File: config.mk
export PLATFORM = sky130hd
export DESIGN_NAME = eval_sequencer
export DESIGN_NICKNAME = d
export VERILOG_FILES = /design/src/rtl/eval_sequencer.sv
export SDC_FILE = /design/constraint.sdc
export NUM_CORES = 1
export LEC_CHECK = 0
export ABC_CLOCK_PERIOD_IN_PS = 3600
export BUFFER_PORTS_ARGS = -buffer_cell sky130_fd_sc_hd__buf_2
export CAP_MARGIN = 20
export CORE_ASPECT_RATIO = 0.75
export CORE_MARGIN = 4
export CORE_UTILIZATION = 40
export CTS_CLUSTER_DIAMETER = 80
export DETAILED_ROUTE_END_ITERATION = 16
export GPL_ROUTABILITY_DRIVEN = 0
export PLACE_DENSITY_LB_ADDON = 0.25
export SETUP_SLACK_MARGIN = 0.3
export SYNTH_ARGS = -nofsm -noshare
export SYNTH_HDL_FRONTEND = slang
export SYNTH_SLANG_ARGS = --single-unit
File: constraint.sdc
create_clock -name clk -period 3.6 [get_ports clk]
set_clock_uncertainty 0.05 [all_clocks]
set_input_delay 0.18 -clock clk [delete_from_list [all_inputs] [get_ports clk]]
set_output_delay 0.18 -clock clk [all_outputs]
set_load 0.05 [all_outputs]
File: src/rtl/eval_sequencer.sv
// Run sequencer for one FIR evaluation: soft reset, pipeline flush, start pulse,
// MSE capture from every collector, then a framed byte packet toward the UART.
module eval_sequencer #(
  parameter int NUM_SYS        = 2,
  parameter int RST_CYCLES     = 4,
  parameter int FLUSH_CYCLES   = 64,
  parameter int TIMEOUT_CYCLES = 2**20
) (
  input  logic                  clk,
  input  logic                  rstn,
  input  logic                  cmd_valid,
  output logic                  cmd_ready,
  output logic                  soft_rstn,
  output logic                  start,
  input  logic [NUM_SYS-1:0]    mse_valid,
  input  logic [NUM_SYS*64-1:0] mse_data,
  output logic                  tx_valid,
  input  logic                  tx_ready,
  output logic [7:0]            tx_data,
  output logic                  busy,
  output logic                  timeout
);

  localparam int RST_W     = (RST_CYCLES > 1) ? $clog2(RST_CYCLES) : 1;
  localparam int FLUSH_W   = (FLUSH_CYCLES > 1) ? $clog2(FLUSH_CYCLES) : 1;
  localparam int TO_W      = (TIMEOUT_CYCLES > 1) ? $clog2(TIMEOUT_CYCLES) : 1;
  localparam int NUM_BYTES = 1 + 8 * NUM_SYS;
  localparam int BYTE_W    = $clog2(NUM_BYTES);
  localparam int SLOT_B    = 8 * NUM_SYS;
  localparam int SB_W      = $clog2(SLOT_B);

  localparam logic [RST_W-1:0]   RST_LAST   = RST_W'(RST_CYCLES - 1);
  localparam logic [FLUSH_W-1:0] FLUSH_LAST = FLUSH_W'(FLUSH_CYCLES - 1);
  localparam logic [TO_W-1:0]    TO_LAST    = TO_W'(TIMEOUT_CYCLES - 1);
  localparam logic [BYTE_W-1:0]  BYTE_LAST  = BYTE_W'(NUM_BYTES - 1);

  typedef enum logic [2:0] {
    S_IDLE, S_RESET, S_FLUSH, S_START, S_COLLECT, S_SEND
  } state_t;

  state_t              state_reg, state_next;
  logic [RST_W-1:0]    rst_cnt_reg, rst_cnt_next;
  logic [FLUSH_W-1:0]  flush_cnt_reg, flush_cnt_next;
  logic [TO_W-1:0]     to_cnt_reg, to_cnt_next;
  logic [BYTE_W-1:0]   byte_cnt_reg, byte_cnt_next;
  logic [NUM_SYS-1:0]  flags_reg, flags_next;
  logic [63:0]         slot_reg [NUM_SYS];
  logic [63:0]         slot_next [NUM_SYS];
  logic                timeout_reg, timeout_next;
  logic [7:0]          tx_data_reg, tx_data_next;
  logic                soft_rstn_reg, start_reg, busy_reg, tx_valid_reg;
  logic [7:0]          slot_bytes [SLOT_B];

  // Payload bytes after the header: slot order, each slot MSB first.
  for (genvar gi = 0; gi < NUM_SYS; gi++) begin : g_slot
    for (genvar gj = 0; gj < 8; gj++) begin : g_byte
      assign slot_bytes[8*gi+gj] = slot_reg[gi][63-8*gj -: 8];
    end
  end

  always_comb begin
    state_next     = state_reg;
    rst_cnt_next   = '0;
    flush_cnt_next = '0;
    to_cnt_next    = '0;
    byte_cnt_next  = byte_cnt_reg;
    flags_next     = flags_reg;
    slot_next      = slot_reg;
    timeout_next   = timeout_reg;
    tx_data_next   = tx_data_reg;
    case (state_reg)
      S_IDLE: begin
        if (cmd_valid) begin
          timeout_next = 1'b0;
          flags_next   = '0;
          state_next   = S_RESET;
        end
      end
      S_RESET: begin
        if (rst_cnt_reg == RST_LAST) state_next = S_FLUSH;
        else rst_cnt_next = rst_cnt_reg + 1'b1;
      end
      S_FLUSH: begin
        if (flush_cnt_reg == FLUSH_LAST) state_next = S_START;
        else flush_cnt_next = flush_cnt_reg + 1'b1;
      end
      S_START: state_next = S_COLLECT;
      S_COLLECT: begin
        for (int i = 0; i < NUM_SYS; i++) begin
          if (mse_valid[i] && !flags_reg[i]) begin
            flags_next[i] = 1'b1;
            slot_next[i]  = mse_data[i*64 +: 64];
          end
        end
        to_cnt_next = to_cnt_reg + 1'b1;
        // Strobes in the final cycle count before the timeout decision.
        if (&flags_next) begin
          state_next = S_SEND;
        end else if (to_cnt_reg == TO_LAST) begin
          state_next   = S_SEND;
          timeout_next = 1'b1;
          for (int i = 0; i < NUM_SYS; i++) begin
            if (!flags_next[i]) slot_next[i] = '1;
          end
        end
        if (state_next == S_SEND) begin
          byte_cnt_next = '0;
          tx_data_next  = timeout_next ? 8'hE1 : 8'hA5;
        end
      end
      S_SEND: begin
        if (tx_ready) begin
          if (byte_cnt_reg == BYTE_LAST) begin
            state_next = S_IDLE;
          end else begin
            byte_cnt_next = byte_cnt_reg + 1'b1;
            tx_data_next  = slot_bytes[byte_cnt_reg[SB_W-1:0]];
          end
        end
      end
      default: state_next = S_IDLE;
    endcase
  end

  always_ff @(posedge clk or negedge rstn) begin
    if (!rstn) begin
      state_reg     <= S_IDLE;
      rst_cnt_reg   <= '0;
      flush_cnt_reg <= '0;
      to_cnt_reg    <= '0;
      byte_cnt_reg  <= '0;
      flags_reg     <= '0;
      for (int i = 0; i < NUM_SYS; i++) slot_reg[i] <= '0;
      timeout_reg   <= 1'b0;
      tx_data_reg   <= '0;
      soft_rstn_reg <= 1'b1;
      start_reg     <= 1'b0;
      busy_reg      <= 1'b0;
      tx_valid_reg  <= 1'b0;
    end else begin
      state_reg     <= state_next;
      rst_cnt_reg   <= rst_cnt_next;
      flush_cnt_reg <= flush_cnt_next;
      to_cnt_reg    <= to_cnt_next;
      byte_cnt_reg  <= byte_cnt_next;
      flags_reg     <= flags_next;
      for (int i = 0; i < NUM_SYS; i++) slot_reg[i] <= slot_next[i];
      timeout_reg   <= timeout_next;
      tx_data_reg   <= tx_data_next;
      soft_rstn_reg <= (state_next != S_RESET);
      start_reg     <= (state_next == S_START);
      busy_reg      <= (state_next != S_IDLE);
      tx_valid_reg  <= (state_next == S_SEND);
    end
  end

  assign cmd_ready = (state_reg == S_IDLE);
  assign soft_rstn = soft_rstn_reg;
  assign start     = start_reg;
  assign busy      = busy_reg;
  assign tx_valid  = tx_valid_reg;
  assign tx_data   = tx_data_reg;
  assign timeout   = timeout_reg;

endmodule

Word-level counts from Yosys, hierarchy flattened
Cells that the tools add are included.
{ "classes": {"n_addsub": 4, "n_mul": 0, "div_mod_pow": 0, "n_lt_le_gt_ge": 1, "n_eq_ne": 17, "shifts": 0, "muxes": 43, "bitwise_logic": 1, "n_reduce_logical": 11} }
{ "op_table": {"columns": ["operator", "n"], "rows": [
  ["two-way mux 128 bit", 2],
  ["two-way mux 64 bit", 4],
  ["two-way mux 8 bit", 5],
  ["binary-select mux 8 bit (select 4 bit)", 1],
  ["two-way mux 3 bit", 8],
  ["adder 20 x 1 -> 20 bit, second input constant", 1],
  ["== test 20 bit, second input constant", 1],
  ["two-way mux 20 bit", 1],
  ["case mux 3 bit (6 select lines)", 1],
  ["case mux 8 bit (2 select lines)", 1],
  ["two-way mux 5 bit", 3],
  ["== test 3 bit, second input constant", 4],
  ["two-way mux 6 bit", 2],
  ["case mux 5 bit (2 select lines)", 1],
  ["== test 3 x 2 -> 1 bit, second input constant", 3],
  ["two-way mux 1 bit", 8],
  ["!= test 2 bit, second input constant", 4],
  ["two-way mux 7 bit", 1],
  ["adder 6 x 1 -> 6 bit, second input constant", 1],
  ["== test 6 bit, second input constant", 1],
  ["two-way mux 2 bit", 3],
  ["adder 5 x 1 -> 5 bit, second input constant", 1],
  ["== test 5 bit, second input constant", 1],
  ["greater-or-equal comparator 5 bit, second input constant", 1],
  ["14 further kinds", 18]
]} }
{ "totals": {"reg_bits": 179, "latchBits": 0, "ramBits": 0, "romBits": 0, "input_bits": 134, "out_inout_bits": 14, "n_memories": 0} }

Logic depth before layout (Yosys ltp)
{ "depth": {"depth_word": 10, "depth_mapped": 11, "depth_no_buf": 7} }

Worst setup path after synthesis
OpenSTA, ideal clock, no wires.
{ "synth_timing": {"path_type": "register to register", "start": "reg state_reg[0]", "end": "reg flags_reg[0]", "arrival_time_ns": 1.995, "required_ns": 3.365, "path_slack_ns": 1.370, "path_stages_with_launch": 4, "path_buffers": 1, "period_less_slack_ns": 2.230, "cell_sequence": "dfrtp_1 -> clkbuf_1 -> nor3_1 -> a21oi_1"} }
{ "synth_between": {"elab_chain_cells": 3, "word_cells_on_any_way": 6, "classes_between": "eq/ne (2); mux (1); reduce/logical (3)"} }
{ "synth_rtl": {"columns": ["item", "line", "text"], "rows": [
  ["from (decl)", "41", "state_t state_reg, state_next;"],
  ["from (signal assigned)", "141", "state_reg <= state_next;"],
  ["logical NOT 3 bit (*)", null, null],
  ["net cmd_ready", "12", "output logic cmd_ready,"],
  ["!= test 2 bit (no line) / nonzero test 2 bit (equally long branches)", null, null],
  ["AND reduction 2 bit (no line)", null, null],
  ["to (signal assigned)", "146", "flags_reg <= flags_next;"],
  ["to (decl)", "46", "logic [NUM_SYS-1:0] flags_reg, flags_next;"]
]} }
Mark *: on every way through the listed nets, which the timed path passes. The rest lies on a longest branch.
A chain may end at the register's enable or synchronous reset.

Final worst setup path
{ "layout_timing": {"start": "reg state_reg[0]", "end": "reg slot_reg, in the netlist slot_bytes[89]"} }
{ "layout_between": {"elab_chain_cells": 1} }
{ "layout_rtl": {"columns": ["item", "line", "text"], "rows": [
  ["== test 3 bit", "71", "case (state_reg)"],
  ["to (decl)", "47", "logic [63:0] slot_reg [NUM_SYS];"]
]} }
Every way passes these cells.

==> impl_metrics.csv <==
group,metric,value,unit
run_status,status,"finished clean",
grt,grt_pass1_wl,35700,um
synth,synth_edf_count,0,
clocking,clock_path_buffers,2,
detailed_routing,viasPerCell,5.00,
clocking,htree_levels,4,
timing,hold_viol,0,
cells_and_area,drive_gt1_share,24.3,%
critical_path,cp.arrival,2950,ps
detailed_routing,vias,6351,
grt,antenna_found_initial,2,
detailed_routing,drc,0,
synth,yosysWarnings,0,
clocking,cts_tree,"yes",
timing,period_minus_slack,2710,ps
timing,rsz0062_at_grt,"false",
detailed_routing,dr.pass1.iters,5,
timing,slew_headroom,36.7,%
flow_run,maxCapViolCount,0,
clocking,clkTransAtPathRegs,70,ps
floorplan,die_x,177,um
detailed_routing,wl,22500,um
timing,finalSetupViolCount,0,
synth,syn-instance-count,704,
synth,syn_area_per_cell,12.1,um2
synth,ys_seq_area_share,52.4,%
clocking,clock-sinks,179,
worst_hold_path,worst_hold_path_type,"input port to flop",
timing,timing.fmax,368,MHz
timing,tightestPinTransition,950,ps
synth,synth_commonest_cells,"dfrtp_1, nand2_1, mux2i_1, mux4_2, nor2_1",
synth,synth.most_common_cell,"dfrtp_1",
synth,synth_top_area_share,52.1,%
cells_and_area,instances_no_fill,1269,
place,dp_hpwl,14600,um
critical_path,worstPathMaxFanout,64,
synth,synthTopCellsByArea,"dfrtp_1, mux2i_1, mux4_2",
cells_and_area,nets,1105,
floorplan,initial_core_util,40.6,%
synth,netlist_area,8540,um2
critical_path,start_kind,"flop",
synth,synthFlopType,"dfrtp_1",
synth,async_flop_share,100,%
clocking,worstSkewPairLatency,420,ps
clocking,cts_root_buffer,"clkbuf_16",
grt,grt_start_max_net_pins,98,
synth,ys_ff_latch,179,
detailed_routing,routedWlPerCell,17.7,um
power,ir_drop,0.000321,V
cells_and_area,syn2layout_area_growth,33.2,%
timing,finalSetupTns,0,ps
detailed_routing,drtAntennaViolNets,0,
critical_path,path_class,"flop to flop",
floorplan,io_pins,148,
grt,grt_overflow,0,
detailed_routing,drt-initial-drc-count,423,
grt,grt_pass1_vias,6580,
floorplan,die_y,135,um
power,p_leak,5.25,nW
critical_path,endpoint_kind,"flop",
place,dpl_cell_area,9480,um2
floorplan,rows,46,
clocking,cts_buffers,17,
power,cellPowerDensity,722,nW/um2
place,port_buffers,147,
critical_path,crit_required,3840,ps
cells_and_area,final_area,11400,um2
floorplan,dieArea,23800,um2
synth,ys_types,50,
timing,worst_hold_slack,32.8,ps
place,place_inst,1105,
timing,slew_violations,0,
synth,netlist.top_cell.by_area,"dfrtp_1",
synth,syn_nets,843,
floorplan,core-area,21100,um2
timing,finalCritPeriodShare,75.4,%
cells_and_area,largest_reg_flops,128,
grt,grtUsageTotal,19.3,%
cells_and_area,fillers,1780,
## critical path, stage by stage (launching register included)
cell,delay [ps]
dfrtp_1,540
inv_1,290
nand2_1,340
buf_4,290
nor3b_2,250
buf_12,390
mux2i_1,270
nand2_1,70
## where the power goes
group          switching [mW]  total (mW)  internal (mW)
Combinational            1.42        2.90           1.48
Sequential              0.620        3.43           2.81
Clock                   0.823        1.90           1.07
## cell usage in the layout (no fill, tap or decap), types with 9 or more instances in the layout
| cell type | n |
|---|---|
| dfrtp_1 | 176 |
| dlygate4sd3_1 | 130 |
| mux4_2 | 37 |
| buf_2 | 146 |
| a21oi_1 | 11 |
| nand2_1 | 142 |
| nor2_1 | 35 |
| xnor2_1 | 9 |
| clkbuf_16 | 17 |
| xor2_1 | 11 |
| inv_1 | 11 |
| mux2i_1 | 135 |
| nand3_1 | 17 |
## metal layers
layer  global-route usage [%]  vias to the layer above  share of wire, %
met5                        0                        -                 0
met4                     5.03                        0               1.7
met3                     5.29                       23               6.7
met2                     28.0                      184                44
met1                     28.8                     3137                48
li1                         -                     3007                 -
## area by class of cell
cell class              count  area [um2]  share of cell area [%]
diodes                      2        5.00                  0.0440
clock buffers              19         453                    3.98
clock inverters            13         146                    1.29
inverters                  12        45.0                   0.396
multi-input cells         470        3740                    32.9
flip-flops and latches    179        4480                    39.4
well taps                 288         360                    3.17
repair buffers            286        2150                    18.9
## metrics by stage
stage	setup slack, ps	power (mW)	utilization [%]
finish	886	8.22	54.0
global route	659	8.72	54.0
CTS	901	8.28	54.0
detailed placement	899	6.25	45.0
global placement	963	6.18	45.0
floorplan	1370	5.32	-
## final timing paths
path                                start        endpoint  slack [ps]  cells after the start
min in group asynchronous            rstn  slot_bytes[50]         360                      2
max in group asynchronous            rstn       soft_rstn        2060                      3
hold / removal               mse_valid[0]    flags_reg[0]          30                      3
setup / recovery             state_reg[0]  slot_bytes[89]         890                      7
hold reg to reg            rst_cnt_reg[0]  rst_cnt_reg[0]         390                      1
setup reg to reg             state_reg[0]  slot_bytes[89]         890                      7
## logic make-up (layout without fill, tap and decap cells)
family / Yosys count / in the layout / share of synthesized area, %
fa+ha+maj: 5 / 5 / 0.732
other cells: 0 / 2 / 0
simple gates: 234 / 234 / 12.2
flops: 179 / 179 / 52.4
buf+inv: 55 / 330 / 3.88
mux: 172 / 172 / 25.6
xor+xnor: 20 / 20 / 2.05
compound gates: 39 / 39 / 3.09
## what timing repair did
item | 4_1_cts | 5_1_grt
buffers inserted | 0 | 0
gates resized for setup | 0 | 0
endpoints found under the hold margin | 225 | 0
hold buffers | 130 | 0
Power figures use the tool's default switching activity.
